==> src/rtl/uart_pkg.sv <==
// ---------------------------------------------------------------------------
// uart_pkg
// Shared definitions for the UART transmit path: transmitter state encoding,
// frame geometry and the idle level of the serial line.
// ---------------------------------------------------------------------------
package uart_pkg;

  typedef enum logic [1:0] {
    IDLE  = 2'd0,
    START = 2'd1,
    DATA  = 2'd2,
    STOP  = 2'd3
  } tx_state_t;

  localparam int DATA_BITS  = 8;
  localparam int FRAME_BITS = 10;

  // A UART line rests at mark (logic high) between frames.
  localparam logic LINE_IDLE = 1'b1;

endpackage

==> src/rtl/byte_fifo.sv <==
// ---------------------------------------------------------------------------
// byte_fifo
// Small synchronous byte FIFO with registered occupancy flags. A push that
// finds the FIFO full is accepted only if a pop happens on the same edge;
// otherwise the byte is discarded and `drop` pulses for that cycle.
//
// Ports:
//   clk, reset   clock and asynchronous active-high reset
//   push         write strobe, push_data written at the write pointer
//   pop          read strobe, advances the read pointer (ignored when empty)
//   head         byte at the read pointer (valid while !empty)
//   count        current occupancy, 0..DEPTH
//   full, empty  registered occupancy flags
//   drop         combinational pulse: push refused because the FIFO is full
// ---------------------------------------------------------------------------
module byte_fifo #(
  parameter  int DEPTH = 16,
  localparam int CW    = $clog2(DEPTH + 1),
  localparam int PW    = $clog2(DEPTH)
) (
  input  logic          clk,
  input  logic          reset,
  input  logic          push,
  input  logic [7:0]    push_data,
  input  logic          pop,
  output logic [7:0]    head,
  output logic [CW-1:0] count,
  output logic          full,
  output logic          empty,
  output logic          drop
);

  logic [7:0]    mem_q [DEPTH];
  logic [PW-1:0] wr_ptr_q, wr_ptr_d;
  logic [PW-1:0] rd_ptr_q, rd_ptr_d;
  logic [CW-1:0] count_q, count_d;
  logic          full_q, full_d;
  logic          empty_q, empty_d;
  logic          push_ok, pop_ok;

  always_comb begin
    pop_ok   = pop && !empty_q;
    // A pop on the same edge frees the slot the push is about to use.
    push_ok  = push && (!full_q || pop_ok);
    drop     = push && full_q && !pop_ok;

    wr_ptr_d = push_ok ? wr_ptr_q + PW'(1) : wr_ptr_q;
    rd_ptr_d = pop_ok  ? rd_ptr_q + PW'(1) : rd_ptr_q;

    count_d  = count_q;
    if (push_ok && !pop_ok) begin
      count_d = count_q + CW'(1);
    end else if (pop_ok && !push_ok) begin
      count_d = count_q - CW'(1);
    end

    full_d   = (count_d == CW'(DEPTH));
    empty_d  = (count_d == '0);
  end

  always_ff @(posedge clk or posedge reset) begin
    if (reset) begin
      wr_ptr_q <= '0;
      rd_ptr_q <= '0;
      count_q  <= '0;
      full_q   <= 1'b0;
      empty_q  <= 1'b1;
    end else begin
      wr_ptr_q <= wr_ptr_d;
      rd_ptr_q <= rd_ptr_d;
      count_q  <= count_d;
      full_q   <= full_d;
      empty_q  <= empty_d;
    end
  end

  // Storage carries data only; stale entries are unreachable after reset
  // because the pointers and count are cleared.
  always_ff @(posedge clk) begin
    if (push_ok) begin
      mem_q[wr_ptr_q] <= push_data;
    end
  end

  assign head  = mem_q[rd_ptr_q];
  assign count = count_q;
  assign full  = full_q;
  assign empty = empty_q;

endmodule

==> src/rtl/uart_tx_fifo.sv <==
// ---------------------------------------------------------------------------
// uart_tx_fifo
// Buffers a one-cycle byte strobe stream in a FIFO and serialises it onto a
// UART TX line (8N1, LSB first). The producer cannot be stalled, so bytes
// arriving while the FIFO is full are dropped and a sticky flag is raised.
//
// Ports:
//   clk           system clock
//   reset         asynchronous active-high reset
//   in_byte       byte from the producer
//   in_byte_en    one-cycle write strobe
//   overflow_clr  synchronous clear of the overflow flag
//   txd           registered serial output, idles high
//   busy          frame in flight or bytes still queued
//   fifo_count    FIFO occupancy
//   fifo_full     fifo_count == FIFO_DEPTH
//   overflow      sticky: at least one byte was dropped
// ---------------------------------------------------------------------------
module uart_tx_fifo #(
  parameter  int CLK_DIV    = 868,
  parameter  int FIFO_DEPTH = 16,
  localparam int CW         = $clog2(FIFO_DEPTH + 1)
) (
  input  logic          clk,
  input  logic          reset,
  input  logic [7:0]    in_byte,
  input  logic          in_byte_en,
  input  logic          overflow_clr,
  output logic          txd,
  output logic          busy,
  output logic [CW-1:0] fifo_count,
  output logic          fifo_full,
  output logic          overflow
);

  import uart_pkg::*;

  localparam int              BW        = (CLK_DIV > 1) ? $clog2(CLK_DIV) : 1;
  localparam logic [BW-1:0]   BAUD_LAST = BW'(CLK_DIV - 1);
  localparam logic [2:0]      LAST_BIT  = 3'(DATA_BITS - 1);

  tx_state_t     state_q, state_d;
  logic [BW-1:0] baud_q, baud_d;
  logic [2:0]    bit_idx_q, bit_idx_d;
  logic [7:0]    shift_q, shift_d;
  logic          txd_q, txd_d;
  logic          overflow_q, overflow_d;
  logic          baud_done;
  logic          pop;
  logic [7:0]    fifo_head;
  logic          fifo_empty;
  logic          fifo_drop;

  byte_fifo #(
    .DEPTH (FIFO_DEPTH)
  ) u_fifo (
    .clk       (clk),
    .reset     (reset),
    .push      (in_byte_en),
    .push_data (in_byte),
    .pop       (pop),
    .head      (fifo_head),
    .count     (fifo_count),
    .full      (fifo_full),
    .empty     (fifo_empty),
    .drop      (fifo_drop)
  );

  always_comb begin
    state_d   = state_q;
    bit_idx_d = bit_idx_q;
    shift_d   = shift_q;
    txd_d     = txd_q;
    pop       = 1'b0;
    baud_done = (baud_q == BAUD_LAST);
    // The baud counter free-runs inside a frame and restarts at every bit
    // boundary; it is held at zero while idle.
    baud_d    = (baud_done || state_q == IDLE) ? '0 : baud_q + BW'(1);

    unique case (state_q)
      IDLE: begin
        txd_d = LINE_IDLE;
        if (!fifo_empty) begin
          pop     = 1'b1;
          shift_d = fifo_head;
          txd_d   = 1'b0;
          state_d = START;
        end
      end
      START: begin
        if (baud_done) begin
          txd_d     = shift_q[0];
          bit_idx_d = '0;
          state_d   = DATA;
        end
      end
      DATA: begin
        if (baud_done) begin
          if (bit_idx_q == LAST_BIT) begin
            txd_d   = LINE_IDLE;
            state_d = STOP;
          end else begin
            // shift_q[1] is the next bit once the register moves right.
            shift_d   = shift_q >> 1;
            txd_d     = shift_q[1];
            bit_idx_d = bit_idx_q + 3'd1;
          end
        end
      end
      STOP: begin
        if (baud_done) begin
          if (!fifo_empty) begin
            // Chain straight into the next start bit, no idle gap.
            pop     = 1'b1;
            shift_d = fifo_head;
            txd_d   = 1'b0;
            state_d = START;
          end else begin
            state_d = IDLE;
          end
        end
      end
      default: state_d = IDLE;
    endcase

    // A drop in the same cycle as a clear must leave the flag set.
    if (fifo_drop) begin
      overflow_d = 1'b1;
    end else if (overflow_clr) begin
      overflow_d = 1'b0;
    end else begin
      overflow_d = overflow_q;
    end
  end

  always_ff @(posedge clk or posedge reset) begin
    if (reset) begin
      state_q    <= IDLE;
      baud_q     <= '0;
      bit_idx_q  <= '0;
      txd_q      <= LINE_IDLE;
      overflow_q <= 1'b0;
    end else begin
      state_q    <= state_d;
      baud_q     <= baud_d;
      bit_idx_q  <= bit_idx_d;
      txd_q      <= txd_d;
      overflow_q <= overflow_d;
    end
  end

  // Shift register holds payload only; it is always reloaded before use.
  always_ff @(posedge clk) begin
    shift_q <= shift_d;
  end

  assign txd      = txd_q;
  assign overflow = overflow_q;
  assign busy     = (state_q != IDLE) || (fifo_count != '0);

endmodule

==> config.mk <==
export PLATFORM = sky130hd
export DESIGN_NAME = uart_tx_fifo
export DESIGN_NICKNAME = d
export VERILOG_FILES = /design/src/rtl/uart_pkg.sv /design/src/rtl/byte_fifo.sv /design/src/rtl/uart_tx_fifo.sv
export SDC_FILE = /design/constraint.sdc
export NUM_CORES = 1
export LEC_CHECK = 0
export CAP_MARGIN = 20
export CORE_UTILIZATION = 40
export CTS_CLUSTER_SIZE = 12
export DETAILED_ROUTE_END_ITERATION = 16
export SLEW_MARGIN = 0
export SYNTH_ARGS = -nofsm -noshare
export SYNTH_HDL_FRONTEND = slang
export SYNTH_SLANG_ARGS = --single-unit
==> constraint.sdc <==
create_clock -name clk -period 2.8 [get_ports clk]
set_input_delay 0.56 -clock clk [delete_from_list [all_inputs] [get_ports clk]]
set_output_delay 0.56 -clock clk [all_outputs]
set_load 0.005 [all_outputs]
==> impl_metrics.ini <==
[logic_synthesis]
synth-seq-cells = 168
synth_cell_types = 55
synth_top_area_cell = edfxtp_1
synth_common_cells = 136 x edfxtp_1, 30 x dfrtp_1, 30 x nor2_1
synth_area_leaders = edfxtp_1 56%, dfrtp_1 10%, mux4_2 7.5%
yosysWarnings = 0
synth_top_area_share_pct = 56.4
syn-cell-area_mm2 = 0.00724
syn_inst = 400
synth-edff-count = 136
synth_flop_cell = edfxtp_1
syn_nets = 429
synth-async-reset-ratio_pct = 19.0
syn_avg_cell_area_um2 = 18.1
ys_seq_area_share_pct = 67.5
synth.most_common_cell = edfxtp_1

[die]
fp.coreArea_mm2 = 0.0175
num_rows = 48
start_util_pct = 41.4
die-area_mm2 = 0.0186
ios = 21
die_w_um = 137
die_y_um = 137

[detailed_routing]
viasPerCell = 5.36
drt_iter0_markers = 259
drcViolationCount = 0
post_drt_wl_per_cell_um = 20.1
finalWirelength_mm = 13.7
ant_nets = 0
firstDrtPassIters = 4
via_count = 3661

[critical_path]
worstPathArrival_ps = 2120
worstPathRequired_ps = 2240
cp-end-kind = primary output
critical_path_peak_fanout = 6
reg2reg_slack_ps = 270
startpoint_type = flip-flop
critPathKind = reg -> out

[grt]
grt_pass1_wl_mm = 21.6
grt_max_degree = 35
grt_pass1_vias = 3784
grt.overflow.total = 0
grt_antenna_before_repair = 0
track_usage_pct = 16.5

[placement]
gp_congestion = 0.762
pre_cts_ws_ps = 249
port_buffers = 20
place_hpwl_mm = 9.14

[sta]
tightest_slew_ps = 687
slew_headroom_pct = 54.2
setup_ws_ps = 124
grt_setup_unrepaired = no
slew_viol_final = 0
period_needed_ps = 2680
fin_tns_setup_ps = 0
finClkSkew_ps = 16.1
finalHoldViolCount = 0
post-route-period-util_pct = 95.6
fmax_mhz = 374
finalSetupViolCount = 0

[clock_network]
clock_latency_ps = 430
cts_buffer_depth = 2
cts_tree = done
ctsHoldBuffers = 0
cts_made_buffers = 17
cts_root_buf = clkbuf_16
cts.sinks = 168
htreeDepth = 4
clk_pin_slew_ps = 70

[power]
powerDensity_mw_per_mm2 = 1000
peakVddDrop_v = 0.000472
p_leak_nw = 3.00

[run_status]
status = complete, no violations

[cells_and_area]
drive_gt1_share_pct = 21.2
synthToLayoutAreaGrowth_pct = 15.8
fin_nets = 474
diodes = 0
fillers = 1437

[flow_run]
maxCapViolations = 0

[min_path]
holdCritPathClass = reg -> reg
[cells in the final DEF, fill, tap and decap left out, drive strengths merged, types with 3 or more instances in the layout]
| cell type | n |
|---|---|
| and3 | 4 |
| dfrtp | 30 |
| nand3 | 4 |
| nor2b | 3 |
| xor2 | 7 |
| a22o | 11 |
| inv | 18 |
| mux2i | 3 |
| clkdlybuf4s50 | 20 |
| clkbuf | 18 |
| o21ai | 4 |
| clkinv | 7 |
| a21oi | 6 |
| xnor2 | 11 |
| nor2 | 30 |
| nand2 | 19 |
| buf | 24 |
| mux4 | 40 |
| nor3 | 10 |
| ha | 17 |
| nand2b | 3 |
| nor4 | 3 |
| nand4 | 5 |
| edfxtp | 136 |
[critical path: stages (launching register included)]
cell,delay [ps]
dfrtp_2,440
inv_1,150
ha_4,180
nand2_1,70
or4_1,400
clkdlybuf4s50_1,460
[final cells by class]
cell class,instances,area (um^2),area share (%)
Tap cell,225,282,3.36
Inverter,11,41.3,0.493
Clock buffer,18,429,5.12
Timing Repair Buffer,44,418,4.99
Sequential cell,168,4890,58.4
Multi-Input combinational cell,203,2160,25.8
Clock inverter,14,154,1.84
[cells by family (layout without fill, tap and decap cells)]
kind of cell / Yosys count / after routing / share of synthesized area (%)
fa+ha+maj: 17 / 17 / 2.94
xor+xnor: 18 / 18 / 2.28
flops: 168 / 168 / 67.5
mux: 45 / 45 / 14.0
buf+inv: 29 / 87 / 2.73
simple gates: 87 / 87 / 6.43
compound gates: 36 / 36 / 4.08
[final timing paths]
check,start,to,depth (start not counted)
max,state_q[0],busy,5
min,txd,txd,2
max reg2reg,baud_q[0],u_fifo.mem_q[3][4],8
min reg2reg,txd,txd,2
max in group asynchronous,reset,txd,3
min in group asynchronous,reset,u_fifo.wr_ptr_q[3],3
[power by group]
group	switching [mW]	internal (mW)	total, mW
Sequential	0.356	3.19	3.54
Combinational	1.25	1.34	2.59
Clock	1.06	1.19	2.26
[timing repair]
action,CTS,global route
setup buffers,0,0
pin swaps,0,0
resized for setup,1,2
endpoints found under the setup margin,1,1
cloned,0,0
[stage by stage]
stage / utilization, % / hold slack [ps] / power (mW) / cell area (um^2) / cells
6_report: 47.9 / 480 / 8.39 / 8380 / 683
5_1_grt: 47.9 / 513 / 8.84 / 8380 / 683
4_1_cts: 47.9 / 484 / 8.48 / 8370 / 683
3_5_place_dp: 44.5 / 466 / 6.19 / 7780 / 651
3_3_place_gp: 44.5 / 459 / 6.13 / 7780 / 651
2_1_floorplan: - / 447 / 5.44 / 7240 / 400
[routing by layer]
metal | wire length (um) | part of all wire (%) | global-route usage, %
met1 | 6220 | 45 | 21.9
met2 | 6870 | 50 | 26.2
met3 | 502 | 3.7 | 4.07
met4 | 119 | 0.87 | 6.11
met5 | 0 | 0 | 0
[sequential cells by signal, summed over array words and instances (netlist names), 2 cells and up]
register	count
u_fifo.count	5
baud_q	10
u_fifo.rd_ptr_q	4
u_fifo.wr_ptr_q	4
bit_idx_q	3
state_q	2
u_fifo.mem_q	128
shift_q	8
No activity file was read; power rests on OpenSTA's default activity.
